--- src/rtl/m_col_packer.sv ---
// rtl/m_col_packer.sv - packs NSAMP samples into one flat column word with a column index
// Double-buffered: an assembly register fills while the output register waits on the lifting stage.
module m_col_packer #(
    parameter int SAMPLE_W = 9,
    parameter int NSAMP    = 16,
    parameter int COL_W    = 9,
    parameter int NCOLS    = 256
) (
    input  logic                      clock,
    input  logic                      reset,
    input  logic [SAMPLE_W-1:0]       din,
    input  logic                      din_valid,
    input  logic                      din_sof,
    output logic                      din_ready,
    output logic [SAMPLE_W*NSAMP-1:0] flat_o,
    output logic                      flat_valid,
    input  logic                      flat_ready,
    output logic [COL_W-1:0]          col_o,
    output logic                      col_last,
    output logic                      sof_err
);

    localparam int FLAT_W = SAMPLE_W * NSAMP;
    localparam int IDX_W  = $clog2(NSAMP);
    localparam logic [IDX_W-1:0] LAST_IDX = IDX_W'(NSAMP - 1);
    localparam logic [COL_W-1:0] LAST_COL = COL_W'(NCOLS - 1);

    typedef enum logic {
        FILL = 1'b0,
        HOLD = 1'b1
    } state_t;

    state_t             state_q, state_d;
    logic [FLAT_W-1:0]  asm_q, asm_d;
    logic [IDX_W-1:0]   idx_q, idx_d;
    logic [COL_W-1:0]   asm_col_q, asm_col_d;
    logic [FLAT_W-1:0]  out_q, out_d;
    logic [COL_W-1:0]   out_col_q, out_col_d;
    logic               out_valid_q, out_valid_d;
    logic               sof_err_q, sof_err_d;

    logic               accept;
    logic               out_hs;
    logic               out_free;
    logic               word_done;
    logic               xfer;
    logic [IDX_W-1:0]   slot;
    logic [FLAT_W-1:0]  asm_wr;

    assign accept    = din_valid && din_ready;
    assign out_hs    = out_valid_q && flat_ready;
    assign out_free  = !out_valid_q || out_hs;
    // A start-of-frame sample never completes a word, even when it lands at the last slot.
    assign word_done = accept && !din_sof && (idx_q == LAST_IDX);
    assign slot      = din_sof ? '0 : idx_q;
    assign xfer      = ((state_q == FILL) && word_done && out_free) ||
                       ((state_q == HOLD) && out_free);

    always_comb begin
        asm_wr = asm_q;
        for (int k = 0; k < NSAMP; k++) begin
            if (IDX_W'(k) == slot) begin
                asm_wr[k*SAMPLE_W +: SAMPLE_W] = din;
            end
        end
    end

    // State register
    always_ff @(posedge clock or posedge reset) begin
        if (reset) begin
            state_q <= FILL;
        end else begin
            state_q <= state_d;
        end
    end

    // Next-state logic
    always_comb begin
        state_d = state_q;
        case (state_q)
            FILL: if (word_done && !out_free) state_d = HOLD;
            HOLD: if (out_free)               state_d = FILL;
            default:                          state_d = FILL;
        endcase
    end

    // Output logic: readiness depends only on registered state
    always_comb begin
        din_ready = (state_q != HOLD);
    end

    always_comb begin
        asm_d       = asm_q;
        idx_d       = idx_q;
        asm_col_d   = asm_col_q;
        out_d       = out_q;
        out_col_d   = out_col_q;
        out_valid_d = out_valid_q;
        sof_err_d   = sof_err_q;

        if (out_hs) begin
            out_valid_d = 1'b0;
        end

        if (accept) begin
            asm_d = asm_wr;
            if (din_sof) begin
                idx_d     = IDX_W'(1);
                asm_col_d = '0;
                if (idx_q != '0) begin
                    sof_err_d = 1'b1;
                end
            end else if (idx_q != LAST_IDX) begin
                idx_d = idx_q + IDX_W'(1);
            end
        end

        if (xfer) begin
            out_d       = (state_q == HOLD) ? asm_q : asm_wr;
            out_col_d   = asm_col_q;
            out_valid_d = 1'b1;
            asm_col_d   = (asm_col_q == LAST_COL) ? '0 : asm_col_q + COL_W'(1);
            idx_d       = '0;
        end
    end

    always_ff @(posedge clock or posedge reset) begin
        if (reset) begin
            asm_q       <= '0;
            idx_q       <= '0;
            asm_col_q   <= '0;
            out_q       <= '0;
            out_col_q   <= '0;
            out_valid_q <= 1'b0;
            sof_err_q   <= 1'b0;
        end else begin
            asm_q       <= asm_d;
            idx_q       <= idx_d;
            asm_col_q   <= asm_col_d;
            out_q       <= out_d;
            out_col_q   <= out_col_d;
            out_valid_q <= out_valid_d;
            sof_err_q   <= sof_err_d;
        end
    end

    assign flat_o     = out_q;
    assign flat_valid = out_valid_q;
    assign col_o      = out_col_q;
    assign col_last   = out_valid_q && (out_col_q == LAST_COL);
    assign sof_err    = sof_err_q;

endmodule

--- config.mk ---
export PLATFORM = sky130hd
export DESIGN_NAME = m_col_packer
export DESIGN_NICKNAME = d
export VERILOG_FILES = /design/src/rtl/m_col_packer.sv
export SDC_FILE = /design/constraint.sdc
export NUM_CORES = 1
export LEC_CHECK = 0
export CAP_MARGIN = 20
export CORE_AREA = 2 2 161 163
export CTS_CLUSTER_SIZE = 20
export DETAILED_ROUTE_END_ITERATION = 10
export DIE_AREA = 0 0 163 165
export PLACE_DENSITY = 0.78
export REMOVE_ABC_BUFFERS = 1
export SYNTH_ARGS = -nofsm -noshare
export SYNTH_HDL_FRONTEND = slang
export SYNTH_SLANG_ARGS = --single-unit
--- constraint.sdc ---
create_clock -name clock -period 14 [get_ports clock]
set_clock_uncertainty 0.15 [all_clocks]
set_input_delay 2.8 -clock clock [delete_from_list [all_inputs] [get_ports clock]]
set_output_delay 2.8 -clock clock [all_outputs]
set_load 0.02 [all_outputs]
[Yosys cells after proc, flatten, opt, wreduce, memory -nomap -nowiden]
Index checks and enable logic that the tools add are counted.
Cells by class
  eq/ne operators: 19
  add/sub/neg operators: 2
  mux-type cells: 31
  reduce and logical (&&, ||, !) cells: 23
  bitwise operators: 1
Operator list (number)
  $mux W9: 20
  $mux W144: 1
  $eq A4 B4 Y1 const A: 8
  $mux W4: 5
  $eq A9 B8 Y1 const B: 2
  $eq A3 B4 Y1 const A: 4
  $add A9 B1 Y9 const B: 1
  $logic_and A1 B1 Y1: 9
  $eq A2 B4 Y1 const A: 2
  $reduce_bool A2 Y1: 3
  $add A4 B1 Y4 const B: 1
  $eq A1 B4 Y1 const A: 1
  $eq A4 B4 Y1 const B: 1
  $logic_not A4 Y1: 1
  $mux W1: 4
  $ne A4 B4 Y1 const B: 1
  $reduce_and A2 Y1: 2
  $reduce_bool A4 Y1: 1
  $logic_not A1 Y1: 3
  $reduce_and A3 Y1: 1
  $reduce_bool A3 Y1: 1
  $logic_or A1 B1 Y1: 2
  $pmux W1 S2: 1
  $not A1 Y1: 1
Word-level totals
  bits in registers: 313
  input bits: 14
  logic and storage cells: 84
  output and inout port bits: 157

[Depth between registers and ports, before layout]
  depth in word-level cells: 9
  depth in mapped cells: 8
  depth with buffers taken out: 5

[Least setup slack after synthesis]
No wires, ideal clock.
  path kind: input -> register
  from: input din_sof
  to: register out_col_q[0], in the netlist col_o[0]
  path buffers: 4
  cell stages on the path: 8
  setup slack: 9.498 ns
  library setup time: 0.125 ns
  data arrival time: 4.227 ns
  required time: 13.725 ns
  cells stage by stage: buf_2 > and3b_1 > a31oi_1 > or2_1 > buf_2 > buf_6 > buf_6 > mux2_4
On the way
  longest elaborated chain between the ends: 6
RTL lines
  start: declaration: line 13  | input logic din_sof,
  $logic_not A1 Y1: line 54  | assign word_done = accept && !din_sof && (idx_q == LAST_IDX);
  $logic_and A1 B1 Y1 (2 in series): line 54
  $logic_and A1 B1 Y1 (2 in series): line 56  | assign xfer = ((state_q == FILL) && word_done && out_free) ||
  $logic_or A1 B1 Y1: line 56
  end signal: assignment: line 141  | out_col_q <= out_col_d;
  end: declaration: line 38  | logic [COL_W-1:0] out_col_q, out_col_d;
Every way passes these cells.
A chain may end at the register's enable or synchronous reset.

[Worst setup path after layout]
  from: input din_sof
  to: register out_col_q[7], in the netlist col_o[7]
Same word-level chain as after synthesis.

==> metrics.md <==
| Metric | Value |
|---|---|
| R2R setup slack | `10.68 ns` |
| Max-cap violations | `0` |
| Final hold vios | `0` |
| Synth top area share | `a little under three fifths` |
| PwrDens | `between 100 and 150 nW/µm²` |
| DP Area | `approximately 16,000 µm²` |
| Final Max Tran Viols | `0` |
| Main area contributors after synthesis | `dfrtp_1, mux2_2, o21ai_0` |
| Setup TNS Final | `0 ns` |
| Total Wirelength | `32,600 µm` |
| Critical Path Start | `din_sof` |
| Distinct cells, synth | `just under 50` |
| Final WS setup | `between 7 and 8 ns` |
| Synth async-reset ratio | `100%` |
| First-pass GRT wire length | `52,200 µm` |
| CTS root buffer | `clkbuf_16` |
| Yosys warns | `0` |
| CTS tree | `yes` |
| Slew HR | `between 20% and 30%` |
| Post-synth EDFFs | `0` |
| Fraction of layout cells with a size suffix above 1 | `18.7%` |
| Cts hold-fix bufs | `0` |
| Die area | `26,900 µm²` |
| Top-Level Pins | `171` |
| Vias per cell | `5.96` |
| FP Rows | `between 50 and 60` |
| Max VDD drop | `86.7 µV` |
| CTS clk-pin slew, worst paths | `0.06 ns` |
| Final setup viols | `0` |
| Period minus WS final | `6.04 ns` |
| Fmax | `between 0.15 and 0.2 GHz` |
| WP data arrival | `6.27 ns` |
| Die X-Extent | `163 µm` |
| Routability cong. | `0.795` |
| Outcome | `completed` |
| GRT overflow | `0` |
| Worst slew pin tran | `1.10 ns` |
| Worst R2R End | `col_o[7]` |
| RSZ-0062 raised after global routing | `no` |
| Post-synthesis cell area | `13,600 µm²` |
| Avg WL per Cell | `20.4 µm` |
| Synth Flop Type | `dfrtp_1` |
| Max Fanout on Critical Path | `72` |
| Dpl hpwl | `19,100 µm` |
| Max clock buf depth | `3` |
| Leakage | `around 8.3 nW` |
| CP Launch Type | `input pin` |
| Initial Utilization | `roughly 55%` |
| Avg Inst Size Synth | `12.2 µm²` |
| DRT antenna net count | `0` |
| Antenna violations before repair | `0` |
| Vias | `between 9k and 10k` |
| DRC viols | `0` |
| Post-Syn Instances | `1,115` |
| Pre-CTS WS | `6.84 ns` |
| CP required | `14.23 ns` |
| Layout area overhead | `23.0%` |
| PortBufs | `170` |
| Hold Crit Class | `reg2reg` |
| Critical path capture point | `col_o[7]` |
| Num CTS Buffers | `34` |
| Worst setup path class | `in2reg` |
| Postcts setup bufs | `0` |
| Gr usage total | `24.6%` |
| Drt pass-1 iters | `6` |
| Worst-skew pair later-pin latency | `about 0.50 ns` |
| Die height | `165 µm` |
| DRT iter0 DRCs | `941` |
| FF-to-FF Start | `idx_q[0]` |
| CTS Sinks | `313` |
| Layout Nets | `roughly 1.3k` |
| Tcrit/Tclk final | `43.1%` |
| CORE AREA | `25,000 µm²` |
| Hold slack | `0.316 ns` |
| Vias in the first global route | `between 9k and 10k` |
| Post-synthesis register bit count | `between 300 and 400` |
| Area of the multi-input gates | `5430 µm²` |
| R2R depth | `7` |
| Seq. cell area | `7830 µm²` |
| Resize count post-CTS | `0` |
| # fillers | `1,831` |
| Largest net degree at the start of global routing | `188` |
| Critical Path End Type | `flip-flop` |
| Yosys top cell by area | `dfrtp_1` |
| Post-Layout Inst Area | `16,800 µm²` |
| Antenna Cells | `0` |
| Register area share after synthesis | `57.4%` |
| CTS HTree Levels | `2` |
through the flow:
| step | utilization [%] | instances | power [mW] |
|---|---|---|---|
| after floorplan | - | 1019 | 1.27 |
| after global placement | 62.0 | 1532 | 1.34 |
| after detailed placement | 62.0 | 1532 | 1.36 |
| after CTS | 66.8 | 1592 | 2.32 |
| after global routing | 67.0 | 1596 | 2.40 |
| final | 67.0 | 1596 | 2.30 |
cell families after synthesis:
| family | synth area share [%] |
|---|---|
| xor gates and xnor gates | 0.193 |
| buffers and inverters | 3.00 |
| muxes | 23.4 |
| DFF | 57.4 |
| and+or+nand+nor | 3.77 |
| AOI/OAI and AO/OA | 11.9 |
| adders and majority gates | 0.275 |
cell usage in the layout (no fill, tap or decap), types with 9 or more instances in the layout:
cell type        instances
mux2_2                 143
buf_4                   13
dfrtp_1                313
nand3_1                  9
mux2i_1                144
clkdlybuf4s50_1        170
clkbuf_16               37
nand2_1                 25
o21ai_0                291
layout make-up:
class / count / area share (%)
Timing Repair Buffer: 187 / 11.2
Clock buffer: 47 / 6.04
Multi-Input combinational cell: 701 / 32.3
Clock inverter: 13 / 1.17
Tap cell: 330 / 2.46
Sequential cell: 313 / 46.7
Inverter: 5 / 0.157
cells in the mapped netlist, types with 2 or more instances:
master,count
mux2i_1,144
a211oi_1,3
nand2_2,4
nor4_1,3
nor4_4,2
clkbuf_1,81
mux2_2,143
nand2_1,25
nand4_1,4
mux2_1,5
nand3_1,9
inv_1,5
dfrtp_1,313
nor3_1,4
a31oi_1,2
buf_6,2
nor2b_1,4
xnor2_1,2
buf_2,11
nor2_1,5
mux2_4,6
a21oi_1,2
o21ai_0,292
a211o_1,3
nor3b_2,3
nand4b_1,2
nor4b_1,7
and2_1,2
and3_1,2
ha_1,3
a22o_1,4
sequential cells by signal, summed over array words and instances (netlist names):
| name | count |
|---|---|
| state_q | 1 |
| col_o | 9 |
| flat_o | 144 |
| idx_q | 4 |
| asm_q | 144 |
| asm_col_q | 9 |
| sof_err | 1 |
| flat_valid | 1 |
critical path, stage by stage:
cell             delay (ns)
clkdlybuf4s50_1        0.94
and3b_1                0.32
a31oi_4                0.35
buf_12                 0.25
or2_4                  0.37
buf_4                  0.51
buf_16                 0.32
mux2_2                 0.37
how the worst min path moves through the flow:
stage,start,end,cells after the start
final,sof_err,sof_err,1
after global routing,sof_err,sof_err,1
after CTS,sof_err,sof_err,1
after detailed placement,sof_err,sof_err,1
after global placement,sof_err,sof_err,1
after floorplan,asm_q[90],asm_q[90],1
where the power goes:
group | switching (mW) | leakage [nW] | internal, mW
Sequential | 0.0601 | 4.25 | 1.01
Combinational | 0.129 | 3.42 | 0.142
Clock | 0.357 | 0.602 | 0.599
Total | 0.546 | 8.27 | 1.76
layer usage:
metal  vias up  GRT usage (%)  wire length (µm)
li1       4262              -                 -
met1      4903           35.2             14600
met2       290           39.6             15600
met3        53           4.02              1780
met4         0           5.91               626
met5         -              0                 0
Note: power is estimated with default switching activity, not from simulation.
